**src/rtl/connect4_game_controller_if.sv**
```systemverilog
// Request/status bundle between the input controller, the grid logic and the turn sequencer.
// The timeout signal exists only when TURN_TIMEOUT_EN is defined.
interface connect4_game_controller_if #(
    parameter int unsigned ROWS = 6,
    parameter int unsigned COLS = 7
);
    logic                     move_req;
    logic [2:0]               column_select;
    logic                     column_full;
    logic [2*ROWS*COLS-1:0]   grid_flat;
    logic                     new_game;
    logic                     drop_en;
    logic [2:0]               drop_col;
    logic [1:0]               player;
    logic                     grid_clear;
    logic                     illegal_move;
    logic [5:0]               move_count;
    logic [1:0]               winner;
    logic                     game_over;
    logic                     draw;
    logic [2:0]               state;
`ifdef TURN_TIMEOUT_EN
    logic                     timeout;
`endif

    modport master (
        output move_req, column_select, column_full, grid_flat, new_game,
        input  drop_en, drop_col, player, grid_clear, illegal_move, move_count, winner,
               game_over, draw, state
`ifdef TURN_TIMEOUT_EN
        , input timeout
`endif
    );

    modport slave (
        input  move_req, column_select, column_full, grid_flat, new_game,
        output drop_en, drop_col, player, grid_clear, illegal_move, move_count, winner,
               game_over, draw, state
`ifdef TURN_TIMEOUT_EN
        , output timeout
`endif
    );
endinterface

```
**src/rtl/connect4_game_controller.sv**
```systemverilog
// Connect Four turn sequencer: gates drops, owns the turn, serially scans for four-in-a-row.
// Optional turn time limit enabled by defining TURN_TIMEOUT_EN.
module connect4_game_controller #(
    parameter int unsigned ROWS           = 6,
    parameter int unsigned COLS           = 7,
    parameter int unsigned SETTLE_CYCLES  = 2
`ifdef TURN_TIMEOUT_EN
    ,
    parameter int unsigned TIMEOUT_CYCLES = 251750000
`endif
) (
    input logic                       clk_25,
    input logic                       rst_n,
    connect4_game_controller_if.slave bus
);
    localparam int unsigned CELLS = ROWS * COLS;
    localparam int unsigned RW    = (ROWS > 1) ? $clog2(ROWS) : 1;
    localparam int unsigned CW    = (COLS > 1) ? $clog2(COLS) : 1;
    localparam int unsigned SW    = (SETTLE_CYCLES > 0) ? $clog2(SETTLE_CYCLES + 1) : 1;
    localparam int unsigned PW    = $clog2(2 * CELLS);

    localparam logic [2:0] WAIT_MOVE = 3'd0;
    localparam logic [2:0] SETTLE    = 3'd1;
    localparam logic [2:0] SCAN      = 3'd2;
    localparam logic [2:0] WIN       = 3'd3;
    localparam logic [2:0] DRAW      = 3'd4;
    localparam logic [1:0] P1        = 2'b01;

    logic [2:0]    state_q, state_d;
    logic [1:0]    player_q, player_d;
    logic [5:0]    count_q, count_d;
    logic [1:0]    winner_q, winner_d;
    logic [2:0]    drop_col_q, drop_col_d;
    logic          drop_en_q, drop_en_d;
    logic          clear_q, clear_d;
    logic          illegal_q, illegal_d;
    logic [SW-1:0] settle_q, settle_d;
    logic [RW-1:0] row_q, row_d;
    logic [CW-1:0] col_q, col_d;
`ifdef TURN_TIMEOUT_EN
    logic [27:0]   to_cnt_q, to_cnt_d;
    logic          timeout_q, timeout_d;
`endif

    logic       hit;
    logic       accept;
    logic       scan_last;
    logic [5:0] count_inc;
    int         scan_r, scan_c;

    function automatic logic run_match(input logic [2*CELLS-1:0] grid, input logic [1:0] who,
                                       input int r, input int c, input int dr, input int dc);
        logic          ok;
        logic [PW-1:0] pos;
        ok = 1'b1;
        for (int k = 0; k < 4; k++) begin
            pos = PW'(2 * ((r + k * dr) * int'(COLS) + c + k * dc));
            ok  = ok & (grid[pos +: 2] == who);
        end
        return ok;
    endfunction

    // Only runs that stay inside the grid are ever evaluated.
    always_comb begin
        scan_r = int'(row_q);
        scan_c = int'(col_q);
        hit    = 1'b0;
        if (scan_c <= int'(COLS) - 4)
            hit = hit | run_match(bus.grid_flat, player_q, scan_r, scan_c, 0, 1);
        if (scan_r <= int'(ROWS) - 4)
            hit = hit | run_match(bus.grid_flat, player_q, scan_r, scan_c, 1, 0);
        if (scan_r <= int'(ROWS) - 4 && scan_c <= int'(COLS) - 4)
            hit = hit | run_match(bus.grid_flat, player_q, scan_r, scan_c, 1, 1);
        if (scan_r <= int'(ROWS) - 4 && scan_c >= 3)
            hit = hit | run_match(bus.grid_flat, player_q, scan_r, scan_c, 1, -1);
    end

    assign accept    = !bus.column_full && (32'(bus.column_select) < COLS);
    assign scan_last = (row_q == RW'(ROWS - 1)) && (col_q == CW'(COLS - 1));
    assign count_inc = (32'(count_q) >= CELLS) ? count_q : count_q + 6'd1;

    always_comb begin
        state_d    = state_q;
        player_d   = player_q;
        count_d    = count_q;
        winner_d   = winner_q;
        drop_col_d = drop_col_q;
        drop_en_d  = 1'b0;
        clear_d    = 1'b0;
        illegal_d  = 1'b0;
        settle_d   = settle_q;
        row_d      = row_q;
        col_d      = col_q;
`ifdef TURN_TIMEOUT_EN
        to_cnt_d   = '0;
        timeout_d  = 1'b0;
`endif
        case (state_q)
            WAIT_MOVE: begin
                if (bus.move_req && accept) begin
                    drop_en_d  = 1'b1;
                    drop_col_d = bus.column_select;
                    settle_d   = '0;
                    state_d    = SETTLE;
                end else begin
                    illegal_d = bus.move_req;
`ifdef TURN_TIMEOUT_EN
                    if (to_cnt_q == 28'(TIMEOUT_CYCLES - 1)) begin
                        player_d  = player_q ^ 2'b11;
                        timeout_d = 1'b1;
                    end else begin
                        to_cnt_d = to_cnt_q + 28'd1;
                    end
`endif
                end
            end
            SETTLE: begin
                if (32'(settle_q) + 32'd1 >= SETTLE_CYCLES) begin
                    row_d   = '0;
                    col_d   = '0;
                    state_d = SCAN;
                end else begin
                    settle_d = settle_q + SW'(1);
                end
            end
            SCAN: begin
                if (hit) begin
                    winner_d = player_q;
                    count_d  = count_inc;
                    state_d  = WIN;
                end else if (scan_last) begin
                    count_d = count_inc;
                    if (32'(count_inc) == CELLS) begin
                        state_d = DRAW;
                    end else begin
                        player_d = player_q ^ 2'b11;
                        state_d  = WAIT_MOVE;
                    end
                end else if (col_q == CW'(COLS - 1)) begin
                    col_d = '0;
                    row_d = row_q + RW'(1);
                end else begin
                    col_d = col_q + CW'(1);
                end
            end
            default: ;
        endcase

        // Restart wins over everything, including a same-cycle move request.
        if (bus.new_game) begin
            state_d    = WAIT_MOVE;
            player_d   = P1;
            count_d    = '0;
            winner_d   = '0;
            drop_col_d = '0;
            drop_en_d  = 1'b0;
            illegal_d  = 1'b0;
            clear_d    = 1'b1;
`ifdef TURN_TIMEOUT_EN
            to_cnt_d   = '0;
            timeout_d  = 1'b0;
`endif
        end
    end

    always_ff @(posedge clk_25) begin
        if (!rst_n) begin
            state_q    <= WAIT_MOVE;
            player_q   <= P1;
            count_q    <= '0;
            winner_q   <= '0;
            drop_col_q <= '0;
            drop_en_q  <= 1'b0;
            clear_q    <= 1'b0;
            illegal_q  <= 1'b0;
            settle_q   <= '0;
            row_q      <= '0;
            col_q      <= '0;
`ifdef TURN_TIMEOUT_EN
            to_cnt_q   <= '0;
            timeout_q  <= 1'b0;
`endif
        end else begin
            state_q    <= state_d;
            player_q   <= player_d;
            count_q    <= count_d;
            winner_q   <= winner_d;
            drop_col_q <= drop_col_d;
            drop_en_q  <= drop_en_d;
            clear_q    <= clear_d;
            illegal_q  <= illegal_d;
            settle_q   <= settle_d;
            row_q      <= row_d;
            col_q      <= col_d;
`ifdef TURN_TIMEOUT_EN
            to_cnt_q   <= to_cnt_d;
            timeout_q  <= timeout_d;
`endif
        end
    end

    assign bus.drop_en      = drop_en_q;
    assign bus.drop_col     = drop_col_q;
    assign bus.player       = player_q;
    assign bus.grid_clear   = clear_q;
    assign bus.illegal_move = illegal_q;
    assign bus.move_count   = count_q;
    assign bus.winner       = winner_q;
    assign bus.game_over    = (state_q == WIN) || (state_q == DRAW);
    assign bus.draw         = (state_q == DRAW);
    assign bus.state        = state_q;
`ifdef TURN_TIMEOUT_EN
    assign bus.timeout      = timeout_q;
`endif
endmodule

```
**src/flat_wrapper.sv**
```systemverilog
// flat-port wrapper written by rule: the top's interface ports become plain ports
module connect4_game_controller_flat 
#(
    parameter int unsigned ROWS           = 6,
    parameter int unsigned COLS           = 7,
    parameter int unsigned SETTLE_CYCLES  = 2

)
  (clk_25, rst_n, bus_move_req, bus_column_select, bus_column_full, bus_grid_flat, bus_new_game, bus_drop_en, bus_drop_col, bus_player, bus_grid_clear, bus_illegal_move, bus_move_count, bus_winner, bus_game_over, bus_draw, bus_state);
  connect4_game_controller_if #(.ROWS(ROWS), .COLS(COLS)) bus_i ();
  input logic clk_25;
  input logic rst_n;
  input wire logic [$bits(bus_i.move_req)-1:0] bus_move_req;
  input wire logic [$bits(bus_i.column_select)-1:0] bus_column_select;
  input wire logic [$bits(bus_i.column_full)-1:0] bus_column_full;
  input wire logic [$bits(bus_i.grid_flat)-1:0] bus_grid_flat;
  input wire logic [$bits(bus_i.new_game)-1:0] bus_new_game;
  output wire logic [$bits(bus_i.drop_en)-1:0] bus_drop_en;
  output wire logic [$bits(bus_i.drop_col)-1:0] bus_drop_col;
  output wire logic [$bits(bus_i.player)-1:0] bus_player;
  output wire logic [$bits(bus_i.grid_clear)-1:0] bus_grid_clear;
  output wire logic [$bits(bus_i.illegal_move)-1:0] bus_illegal_move;
  output wire logic [$bits(bus_i.move_count)-1:0] bus_move_count;
  output wire logic [$bits(bus_i.winner)-1:0] bus_winner;
  output wire logic [$bits(bus_i.game_over)-1:0] bus_game_over;
  output wire logic [$bits(bus_i.draw)-1:0] bus_draw;
  output wire logic [$bits(bus_i.state)-1:0] bus_state;
  assign bus_i.move_req = bus_move_req;
  assign bus_i.column_select = bus_column_select;
  assign bus_i.column_full = bus_column_full;
  assign bus_i.grid_flat = bus_grid_flat;
  assign bus_i.new_game = bus_new_game;
  assign bus_drop_en = bus_i.drop_en;
  assign bus_drop_col = bus_i.drop_col;
  assign bus_player = bus_i.player;
  assign bus_grid_clear = bus_i.grid_clear;
  assign bus_illegal_move = bus_i.illegal_move;
  assign bus_move_count = bus_i.move_count;
  assign bus_winner = bus_i.winner;
  assign bus_game_over = bus_i.game_over;
  assign bus_draw = bus_i.draw;
  assign bus_state = bus_i.state;
  connect4_game_controller #(.ROWS(ROWS), .COLS(COLS), .SETTLE_CYCLES(SETTLE_CYCLES)) u_core (.clk_25(clk_25), .rst_n(rst_n), .bus(bus_i));
endmodule
```
**config.mk**
```make
export PLATFORM = sky130hd
export DESIGN_NAME = connect4_game_controller_flat
export DESIGN_NICKNAME = d
export VERILOG_FILES = /design/src/rtl/connect4_game_controller_if.sv /design/src/rtl/connect4_game_controller.sv /design/src/flat_wrapper.sv
export SDC_FILE = /design/constraint.sdc
export NUM_CORES = 1
export LEC_CHECK = 0
export CORE_MARGIN = 2
export CORE_UTILIZATION = 52
export CTS_CLUSTER_SIZE = 12
export DETAILED_ROUTE_END_ITERATION = 7
export MAX_ROUTING_LAYER = met4
export PLACE_DENSITY = 0.79
export SLEW_MARGIN = 0
export SYNTH_ARGS = -nofsm -noshare
export SYNTH_HDL_FRONTEND = slang
export SYNTH_SLANG_ARGS = --single-unit
export TNS_END_PERCENT = 10
```
**constraint.sdc**
```tcl
create_clock -name clk_25 -period 8.27 [get_ports clk_25]
set_input_delay 2.481 -clock clk_25 [delete_from_list [all_inputs] [get_ports clk_25]]
set_output_delay 2.481 -clock clk_25 [all_outputs]
set_load 0.005 [all_outputs]
```
==> impl_metrics.env <==
export IMPL_status="finished, final reports clean"
export IMPL_yosys_cell_types_count=85
export IMPL_crit_type="reg2reg"
export IMPL_numCtsBuffers=3
export IMPL_final_cells=1410
export IMPL_critPathMaxFanout=13
export IMPL_core_um2=20300
export IMPL_routed_via_density=7.72
export IMPL_yosysTopAreaCellShare_pct=37.9
export IMPL_ios=113
export IMPL_pre_cts_ws_ps=1040
export IMPL_cpMostUsedCell="fa_1"
export IMPL_synth_most_common_cell="mux4_2"
export IMPL_hp_start="u_core.bus.winner[0]$_SDFFE_PP0P_"
export IMPL_netlist_instances=1082
export IMPL_cts_resized=0
export IMPL_grt_max_degree=61
export IMPL_dp_cells=1406
export IMPL_critPathSlowestCell="a2111oi_0"
export IMPL_syn_num_nets=1247
export IMPL_antenna_found_initial=0
export IMPL_post_drt_wl_per_cell_um=28.5
export IMPL_drt_pre_antenna_iters=6
export IMPL_fin_skew_ps=4.41
export IMPL_irDropWorstVdd_mv=0.0743
export IMPL_layout_nets=1306
export IMPL_cts_hold_fix_buffers=0
export IMPL_syn_area_um2=10800
export IMPL_clock_root_buffer="clkbuf_16"
export IMPL_maxCapViolCount=0
export IMPL_die_y_um=148
export IMPL_crit_start="u_core.row_q[0]$_SDFFE_PN0P_"
export IMPL_drtAntennaViolNets=0
export IMPL_hold_class="reg2reg"
export IMPL_reg2reg_from="u_core.row_q[0]$_SDFFE_PN0P_"
export IMPL_post_cts_setup_buffer_count=0
export IMPL_routed_wl_um=40200
export IMPL_grt_pass1_wl_um=61500
export IMPL_synth_seq_cells=27
export IMPL_worstSetupStartpointType="flip-flop"
export IMPL_start_util_pct=53.2
export IMPL_worstMarginPinSlew_ps=1330
export IMPL_synth_edf_count=0
export IMPL_syn_avg_cell_area_um2=9.99
export IMPL_fmax_mhz=133
export IMPL_synthTopCellsByArea="mux4_2 (38%), ha_1 (6.9%), mux2i_1 (6.6%)"
export IMPL_finalWorstSetupSlack_ps=732
export IMPL_clock_sinks=27
export IMPL_crit_required_ps=8430
export IMPL_htreeDepth=1
export IMPL_dieArea_um2=22000
export IMPL_synth_ff_type="dfxtp_1"
export IMPL_vias=10889
export IMPL_n_antenna_cell=0
export IMPL_rsz0062_at_grt="false"
export IMPL_drc=0
export IMPL_totalNegativeSetupSlack_ps=0
export IMPL_synth_async_reset_ratio_pct=0
export IMPL_yosysWarnings=0
export IMPL_grt_usage_pct=37.6
export IMPL_grt_pass1_vias=10482
export IMPL_synth_top_cell_by_area="mux4_2"
export IMPL_area_growth_pct=12.5
export IMPL_synthTopCellsByCount="mux4_2 (182), mux2i_1 (71), nand2_1 (70)"
export IMPL_drv_slew=0
export IMPL_slew_headroom_pct=9.10
export IMPL_fin_crit_sh_pct=91.2
export IMPL_seq_area_frac_synth_pct=5.00
export IMPL_rows=52
export IMPL_hold_ws_ps=481
export IMPL_end_kind="flip-flop"
export IMPL_setup_viol=0
export IMPL_dp_hpwl_um=30000
export IMPL_die_x_um=148
export IMPL_clkTransAtPathRegs_ps=70
export IMPL_powerDensity_nw_per_um2=43.0
export IMPL_portBuffers=112
export IMPL_tritoncts="yes"
export IMPL_leakage_nw=4.65
export IMPL_place_gp_congestion=1.08
export IMPL_final_fill_count=1707
export IMPL_fin_crit_ps=7540
export IMPL_placedInstanceArea_um2=12100
export IMPL_cts_buffer_depth=2
export IMPL_finalInstanceArea_um2=12200
export IMPL_dr_first_iter_drc_count=1533
export IMPL_critPathArrivalTime_ps=7700
export IMPL_clk_latency_ps=260
export IMPL_hold_viol=0
export IMPL_path_cells="inv_1 -> fa_1 -> fa_1 -> inv_1 -> fa_1 -> ha_1 -> nor2b_1 -> xnor2_1 -> a21oi_1 -> a2111oi_0 -> o31a_1 -> o211ai_1 -> a221o_1 -> and4_1 -> o21ai_1 -> a31oi_1 -> o21a_1"
export IMPL_grt_ovfl_total=0
export IMPL_drive_gt1_share_pct=22.1
export IMPL_cpPeakStageDelay_ps=1170
-- per-stage QoR --
stage          util, %  power, mW
4_1_cts           59.9      0.506
6_report          59.9      0.522
3_3_place_gp      59.5      0.391
5_1_grt           59.9      0.530
3_5_place_dp      59.5      0.395
2_1_floorplan        -      0.266
-- layout by cell type (no fill, tap or decap), types with 12 or more instances in the layout --
cell,netlist,layout
mux4_2,182,182
nand4_1,14,14
nand2_1,70,70
fa_1,13,13
a21oi_1,40,40
buf_4,7,19
nor3_1,24,24
and3_1,15,15
o21ai_0,39,39
inv_1,58,58
clkdlybuf4s50_1,0,112
xor2_1,17,16
a31oi_1,12,12
mux2_2,28,28
nand3_1,52,52
xnor2_1,37,36
nor2_1,62,62
dfxtp_1,27,27
ha_1,60,59
mux2i_1,71,71
-- power by group --
part | switching (mW) | total [mW] | internal [mW] | leakage, nW
Sequential | 0.000940 | 0.132 | 0.131 | 0.218
Clock | 0.0472 | 0.113 | 0.0658 | 0.0371
Combinational | 0.141 | 0.277 | 0.137 | 4.40
Total | 0.189 | 0.522 | 0.334 | 4.65
-- kinds of logic after synthesis --
logic type / synth area share, %
adder cells (fa/ha/maj): 9.35
AND/OR/NAND/NOR: 14.9
XOR/XNOR: 5.52
flip-flops: 5.00
multiplexers: 48.1
buffers and inverters: 5.45
AO/OA/AOI/OAI: 11.6
-- final cells by class --
cell class / instances / area [µm²] / share of cell area [%]
multi-input combinational: 917 / 9710 / 79.8
timing repair buffer: 131 / 1260 / 10.4
sequential: 27 / 541 / 4.45
tap: 270 / 338 / 2.78
inverter: 61 / 229 / 1.88
clock buffer: 3 / 75.1 / 0.617
clock inverter: 1 / 7.51 / 0.0617
-- final timing paths --
kind | cells after the start | slack (ps) | end
min reg2reg | 2 | 480 | u_core.bus.winner[0]$_SDFFE_PP0P_
max reg2reg | 17 | 730 | u_core.bus.move_count[0]$_SDFFE_PP0P_
min | 2 | 480 | u_core.bus.winner[0]$_SDFFE_PP0P_
max | 17 | 730 | u_core.bus.move_count[0]$_SDFFE_PP0P_
-- layer usage --
layer	track usage, %	vias to the layer above	part of all wire, %
met5	-	-	0
met3	11.4	258	16
li1	-	4447	-
met4	22.6	0	8.0
met1	46.3	5155	33
met2	54.5	1029	43
-- flip-flops by register name, summed over array words and instances, names as in the netlist --
register                 count
u_core.bus.move_count        6
u_core.bus.drop_col          3
u_core.bus.state             3
u_core.col_q                 3
u_core.row_q                 3
u_core.bus.player            2
u_core.bus.winner            2
u_core.settle_q              2
u_core.bus.drop_en           1
u_core.bus.grid_clear        1
u_core.bus.illegal_move      1
-- critical path, delay by kind of cell, from the launching register on --
kind	cells	cell delay (ps)
compound gates	8	2800
fa+ha+maj	4	2300
xor+xnor	1	940
flops	1	580
simple gates	2	460
buf+inv	2	330
No activity file was read; power rests on OpenSTA's default activity.
